File: src/rtl/id_ex_stage_fifo.sv
// rtl/id_ex_stage_fifo.sv - DEPTH-entry elastic ID/EX buffer with valid/ready handshake
//
// Purpose: decouples decode from execute by up to DEPTH entries. Each entry
// carries a control field and a data field. flush kills every entry, freeze
// stalls both sides.
//
// Ports:
//   clk, rst            clock, asynchronous active-high reset
//   flush               synchronous kill of all entries
//   freeze              global stall: no push, no pop
//   in_valid/in_ready   decode-side handshake, in_ctrl/in_data entry fields
//   out_valid/out_ready execute-side handshake, out_ctrl/out_data head fields
//   occupancy           number of valid entries
//   stall_cnt/drop_cnt  statistics counters
//
// Optional feature: define ID_EX_FIFO_STATS_EN to build the statistics
// counters; otherwise stall_cnt and drop_cnt are tied to zero.

module id_ex_stage_fifo #(
   parameter int CTRL_W = 6,
   parameter int DATA_W = 128,
   parameter int DEPTH  = 2,
   parameter int CNT_W  = 16
) (
   input  logic                       clk,
   input  logic                       rst,
   input  logic                       flush,
   input  logic                       freeze,
   input  logic                       in_valid,
   output logic                       in_ready,
   input  logic [CTRL_W-1:0]          in_ctrl,
   input  logic [DATA_W-1:0]          in_data,
   output logic                       out_valid,
   input  logic                       out_ready,
   output logic [CTRL_W-1:0]          out_ctrl,
   output logic [DATA_W-1:0]          out_data,
   output logic [$clog2(DEPTH+1)-1:0] occupancy,
   output logic [CNT_W-1:0]           stall_cnt,
   output logic [CNT_W-1:0]           drop_cnt
);

   localparam int PTR_W = (DEPTH > 1) ? $clog2(DEPTH) : 1;
   localparam int OCC_W = $clog2(DEPTH + 1);

   logic [CTRL_W-1:0] ctrl_mem [DEPTH];
   logic [DATA_W-1:0] data_mem [DEPTH];
   logic [PTR_W-1:0]  rd_ptr;
   logic [PTR_W-1:0]  wr_ptr;
   logic [OCC_W-1:0]  occ;
   logic              full;
   logic              push;
   logic              pop;

   assign full      = (occ == OCC_W'(DEPTH));
   assign in_ready  = !full && !freeze;
   assign out_valid = (occ != '0);
   assign push      = in_valid && in_ready && !flush;
   assign pop       = out_valid && out_ready && !freeze && !flush;
   assign occupancy = occ;

   // Head fields are masked so an empty buffer never leaks stale storage.
   assign out_ctrl = out_valid ? ctrl_mem[rd_ptr] : '0;
   assign out_data = out_valid ? data_mem[rd_ptr] : '0;

   always_ff @(posedge clk or posedge rst) begin
      if (rst) begin
         rd_ptr <= '0;
         wr_ptr <= '0;
         occ    <= '0;
         for (int i = 0; i < DEPTH; i++) begin
            ctrl_mem[i] <= '0;
            data_mem[i] <= '0;
         end
      end else if (flush) begin
         // Storage is left as is; occupancy 0 already hides it.
         rd_ptr <= '0;
         wr_ptr <= '0;
         occ    <= '0;
      end else begin
         if (push) begin
            ctrl_mem[wr_ptr] <= in_ctrl;
            data_mem[wr_ptr] <= in_data;
            wr_ptr           <= wr_ptr + PTR_W'(1);
         end
         if (pop) begin
            rd_ptr <= rd_ptr + PTR_W'(1);
         end
         case ({push, pop})
            2'b10:   occ <= occ + OCC_W'(1);
            2'b01:   occ <= occ - OCC_W'(1);
            default: occ <= occ;
         endcase
      end
   end

`ifdef ID_EX_FIFO_STATS_EN
   logic [CNT_W-1:0] stall_q;
   logic [CNT_W-1:0] drop_q;
   logic [CNT_W:0]   drop_sum;

   // One spare bit catches overflow for saturation.
   assign drop_sum = {1'b0, drop_q} + (CNT_W+1)'(occ);

   always_ff @(posedge clk or posedge rst) begin
      if (rst) begin
         stall_q <= '0;
         drop_q  <= '0;
      end else begin
         if (in_valid && !in_ready && !flush && (stall_q != '1)) begin
            stall_q <= stall_q + CNT_W'(1);
         end
         if (flush) begin
            drop_q <= drop_sum[CNT_W] ? '1 : drop_sum[CNT_W-1:0];
         end
      end
   end

   assign stall_cnt = stall_q;
   assign drop_cnt  = drop_q;
`else
   assign stall_cnt = '0;
   assign drop_cnt  = '0;
`endif

endmodule

File: config.mk
export PLATFORM = sky130hd
export DESIGN_NAME = id_ex_stage_fifo
export DESIGN_NICKNAME = d
export VERILOG_FILES = /design/src/rtl/id_ex_stage_fifo.sv
export SDC_FILE = /design/constraint.sdc
export NUM_CORES = 1
export LEC_CHECK = 0
export BUFFER_PORTS_ARGS = -buffer_cell sky130_fd_sc_hd__buf_2
export CAP_MARGIN = 15
export CORE_MARGIN = 4
export CORE_UTILIZATION = 53
export CTS_CLUSTER_DIAMETER = 200
export DETAILED_ROUTE_END_ITERATION = 8
export GPL_TIMING_DRIVEN = 1
export PLACE_DENSITY = 0.79
export SLEW_MARGIN = 15
export SYNTH_ARGS = -nofsm -noshare
export SYNTH_HDL_FRONTEND = slang
export SYNTH_SLANG_ARGS = --single-unit
export TNS_END_PERCENT = 20
File: constraint.sdc
create_clock -name clk -period 12.35 [get_ports clk]
set_input_delay 1.8525 -clock clk [delete_from_list [all_inputs] [get_ports clk]]
set_output_delay 1.8525 -clock clk [all_outputs]
set_load 0.005 [all_outputs]
==> impl_metrics.sql <==
INSERT INTO impl_metrics (metric_group, metric, value, unit) VALUES
('worst_setup_path', 'r2r_setup_slack', '9.61', 'ns'),
('synthesis', 'synth_warnings', '0', ''),
('worst_setup_path', 'worst-r2r-cell-count', '5', ''),
('synthesis', 'largest_area_contributor_in_the_synthesized_netlist', 'sky130_fd_sc_hd__dfrtp_1', ''),
('power_and_ir_drop', 'p_int', '1.89', 'mW'),
('sta', 'slew_violations', '0', ''),
('drt', 'route.final.wire_length', '27200', 'um'),
('sta', 'timing.final.setup_violations', '0', ''),
('worst_setup_path', 'worst-endpoint-arrival', '2.89', 'ns'),
('synthesis', 'postSynthAreaPerCell', '13.6', 'sq um'),
('flow_run', 'max_cap_violations', '0', ''),
('synthesis', 'synth.lib_cells_used.distinct', '23', ''),
('synthesis', 'synth_sequential_area_ratio', '53.9', '%'),
('sta', 'finalCriticalPeriod', '4.74', 'ns'),
('clocking', 'cts-root-buf', 'sky130_fd_sc_hd__clkbuf_16', ''),
('synthesis', 'ys_async_sr_fraction', '100', '%'),
('power_and_ir_drop', 'switching_power', '0.624', 'mW'),
('floorplan', 'die_width', '162', 'um'),
('global_route', 'grt_first_pass_wirelength', '43900', 'um'),
('power_and_ir_drop', 'pwr-share-comb', '17.0', '%'),
('floorplan', 'floorplan.rows', '56', ''),
('drt', 'drt_drc_violations_left', '0', ''),
('clocking', 'clkTransAtPathRegs', '0.06', 'ns'),
('worst_setup_path', 'critical_path.max_stage_delay', '0.95', 'ns'),
('drt', 'firstDrtPassIters', '4', ''),
('sta', 'final_min_period_over_clock_period', '38.4', '%'),
('drt', 'num_vias', '7947', ''),
('outcome', 'run_status', 'completed', ''),
('power_and_ir_drop', 'pwr_density_cell', '167', 'nW/um^2'),
('power_and_ir_drop', 'power.leakage', '7.28', 'nW'),
('synthesis', 'share_of_yosys_cell_area_claimed_by_the_top_area_cell_type', '53.9', '%'),
('worst_setup_path', 'timing.rr.end', 'data_mem[40]', ''),
('power_and_ir_drop', 'total_power', '2.51', 'mW'),
('sta', 'rsz0062_at_grt', 'false', ''),
('worst_setup_path', 'critical_path_fanout_max', '48', ''),
('global_route', 'gr-usage-all-layers', '20.3', '%'),
('hold_path', 'min-delay-start', 'data_mem[92]', ''),
('clocking', 'cts_hold_repair.buffers', '0', ''),
('floorplan', 'number_of_placed_i_o_pins', '310', ''),
('clocking', 'clk-insertion-delay-late', '0.53', 'ns'),
('worst_setup_path', 'cp_data_required_time', '10.50', 'ns'),
('clocking', 'ctsLongestPathBuffers', '3', ''),
('synthesis', 'number_of_flops_mapped_to_enable_cells_by_yosys', '0', ''),
('worst_setup_path', 'crit_type', 'register to primary output', ''),
('floorplan', 'fp.coreArea', '23500', 'sq um'),
('floorplan', 'initial_core_util', '53.8', '%'),
('sta', 'hold_viol_final', '0', ''),
('synthesis', 'mappedNetlistArea', '12600', 'sq um'),
('synthesis', 'yosysMostFrequentCell', 'sky130_fd_sc_hd__dfrtp_1', ''),
('placement', 'detailedPlacementHpwl', '17900', 'um'),
('drt', 'route.detailed.wl_per_inst', '17.8', 'um'),
('power_and_ir_drop', 'vdd_drop_max', '0.142', 'mV'),
('worst_setup_path', 'cp_slowest_cell', 'sky130_fd_sc_hd__dfrtp_4', ''),
('placement', 'gpl.final_weighted_congestion', '0.752', ''),
('worst_setup_path', 'timing.critical_path.from', 'rd_ptr', ''),
('worst_setup_path', 'r2r_start', 'occupancy[1]', ''),
('sta', 'final.setup.tns', '0', 'ns'),
('worst_setup_path', 'critical_path_buf_inv_count', '2', ''),
('worst_setup_path', 'worst_path_dominant_cell_family', 'buffers and inverters', ''),
('clocking', 'postCtsSetupBuffers', '0', ''),
('cells_and_area', 'synth_to_layout_area_growth', '19.3', '%'),
('clocking', 'numClockSinks', '272', ''),
('drt', 'ant_nets', '0', ''),
('worst_setup_path', 'critical_path.startpoint_type', 'register', ''),
('cells_and_area', 'drive_gt1_share', '39.0', '%'),
('synthesis', 'synth_top_cells_by_count', '272 x sky130_fd_sc_hd__dfrtp_1, 137 x sky130_fd_sc_hd__nor2_1, 135 x sky130_fd_sc_hd__mux2i_1, 134 x sky130_fd_sc_hd__mux2_1, 74 x sky130_fd_sc_hd__mux2_2', ''),
('worst_setup_path', 'worstSetupEndpointType', 'primary output', ''),
('floorplan', 'die_area', '26300', 'sq um'),
('hold_path', 'worst_hold_path.num_cells', '1', ''),
('cells_and_area', 'nets', '1326', ''),
('floorplan', 'die_h', '162', 'um');
## per-layer routing
layer  part of all wire [%]  up-vias  wire, um  global-route usage [%]
met5                  0.040        -        11                       0
met4                    2.4        2       666                    6.92
met3                    6.8       48      1850                    5.18
met2                     50      230     13500                    33.8
met1                     41     4005     11200                    26.1
li1                       -     3662         -                       -
## flip-flops by register name (all words and copies together), names as in the netlist
signal and flops:
occupancy 2, rd_ptr 1, data_mem 256, wr_ptr 1, ctrl_mem 12
## per-stage QoR
step / instances / setup slack (ns) / util (%) / instance area [sq um]
3_5_place_dp: 1473 / 8.18 / 59.9 / 14100
3_3_place_gp: 1473 / 8.15 / 59.9 / 14100
5_1_grt: 1527 / 7.47 / 64.1 / 15000
6_report: 1528 / 7.61 / 64.1 / 15000
2_1_floorplan: 958 / 3.00 / - / 12700
4_1_cts: 1523 / 7.59 / 64.0 / 15000
## cell type report
cell class	instances	area, sq um
multi-input combinational	592	5380
fill	1827	8420
tap	319	399
inverter	2	15.0
clock buffer	44	885
sequential	272	6810
timing repair buffer	288	1470
clock inverter	6	80.1
antenna	5	12.5
## logic make-up after synthesis
kind of cell           share of synthesized area (%)
XOR/XNOR                                      0.0694
multiplexers                                    36.4
flip-flops                                      53.9
buffers and inverters                           4.53
AO/OA/AOI/OAI                                  0.347
other                                         0.0297
AND/OR/NAND/NOR                                 4.68
## how the worst max path moves through the flow
stage | to | depth (start not counted)
after floorplan | ctrl_mem[0] | 1
after global placement | out_data[64] | 4
after detailed placement | data_mem[30] | 6
after CTS | out_data[43] | 4
after global routing | out_data[9] | 4
final | out_data[54] | 4
## power groups by stage
stage | clock (mW) | sequential, mW | combinational, mW
finish | 0.869 | 1.22 | 0.427
global route | 0.933 | 1.24 | 0.477
CTS | 0.894 | 1.22 | 0.434
detailed placement | 0 | 1.23 | 0.431
global placement | 0 | 1.22 | 0.417
floorplan | 0 | 1.19 | 0.331
## layout by cell type, fill, tap and decap left out, types with 2 or more instances in the layout
| master | count |
|---|---|
| sky130_fd_sc_hd__a21oi_1 | 4 |
| sky130_fd_sc_hd__buf_2 | 277 |
| sky130_fd_sc_hd__buf_4 | 10 |
| sky130_fd_sc_hd__bufinv_16 | 2 |
| sky130_fd_sc_hd__clkbuf_1 | 7 |
| sky130_fd_sc_hd__clkbuf_16 | 31 |
| sky130_fd_sc_hd__clkbuf_8 | 6 |
| sky130_fd_sc_hd__clkinv_2 | 4 |
| sky130_fd_sc_hd__conb_1 | 32 |
| sky130_fd_sc_hd__dfrtp_1 | 271 |
| sky130_fd_sc_hd__diode_2 | 5 |
| sky130_fd_sc_hd__mux2_1 | 134 |
| sky130_fd_sc_hd__mux2_2 | 74 |
| sky130_fd_sc_hd__mux2_4 | 60 |
| sky130_fd_sc_hd__mux2i_1 | 135 |
| sky130_fd_sc_hd__nand2b_1 | 4 |
| sky130_fd_sc_hd__nor2_1 | 136 |
| sky130_fd_sc_hd__o21ai_0 | 3 |
| sky130_fd_sc_hd__or3_1 | 3 |
No activity file was read; power rests on OpenSTA's default activity.
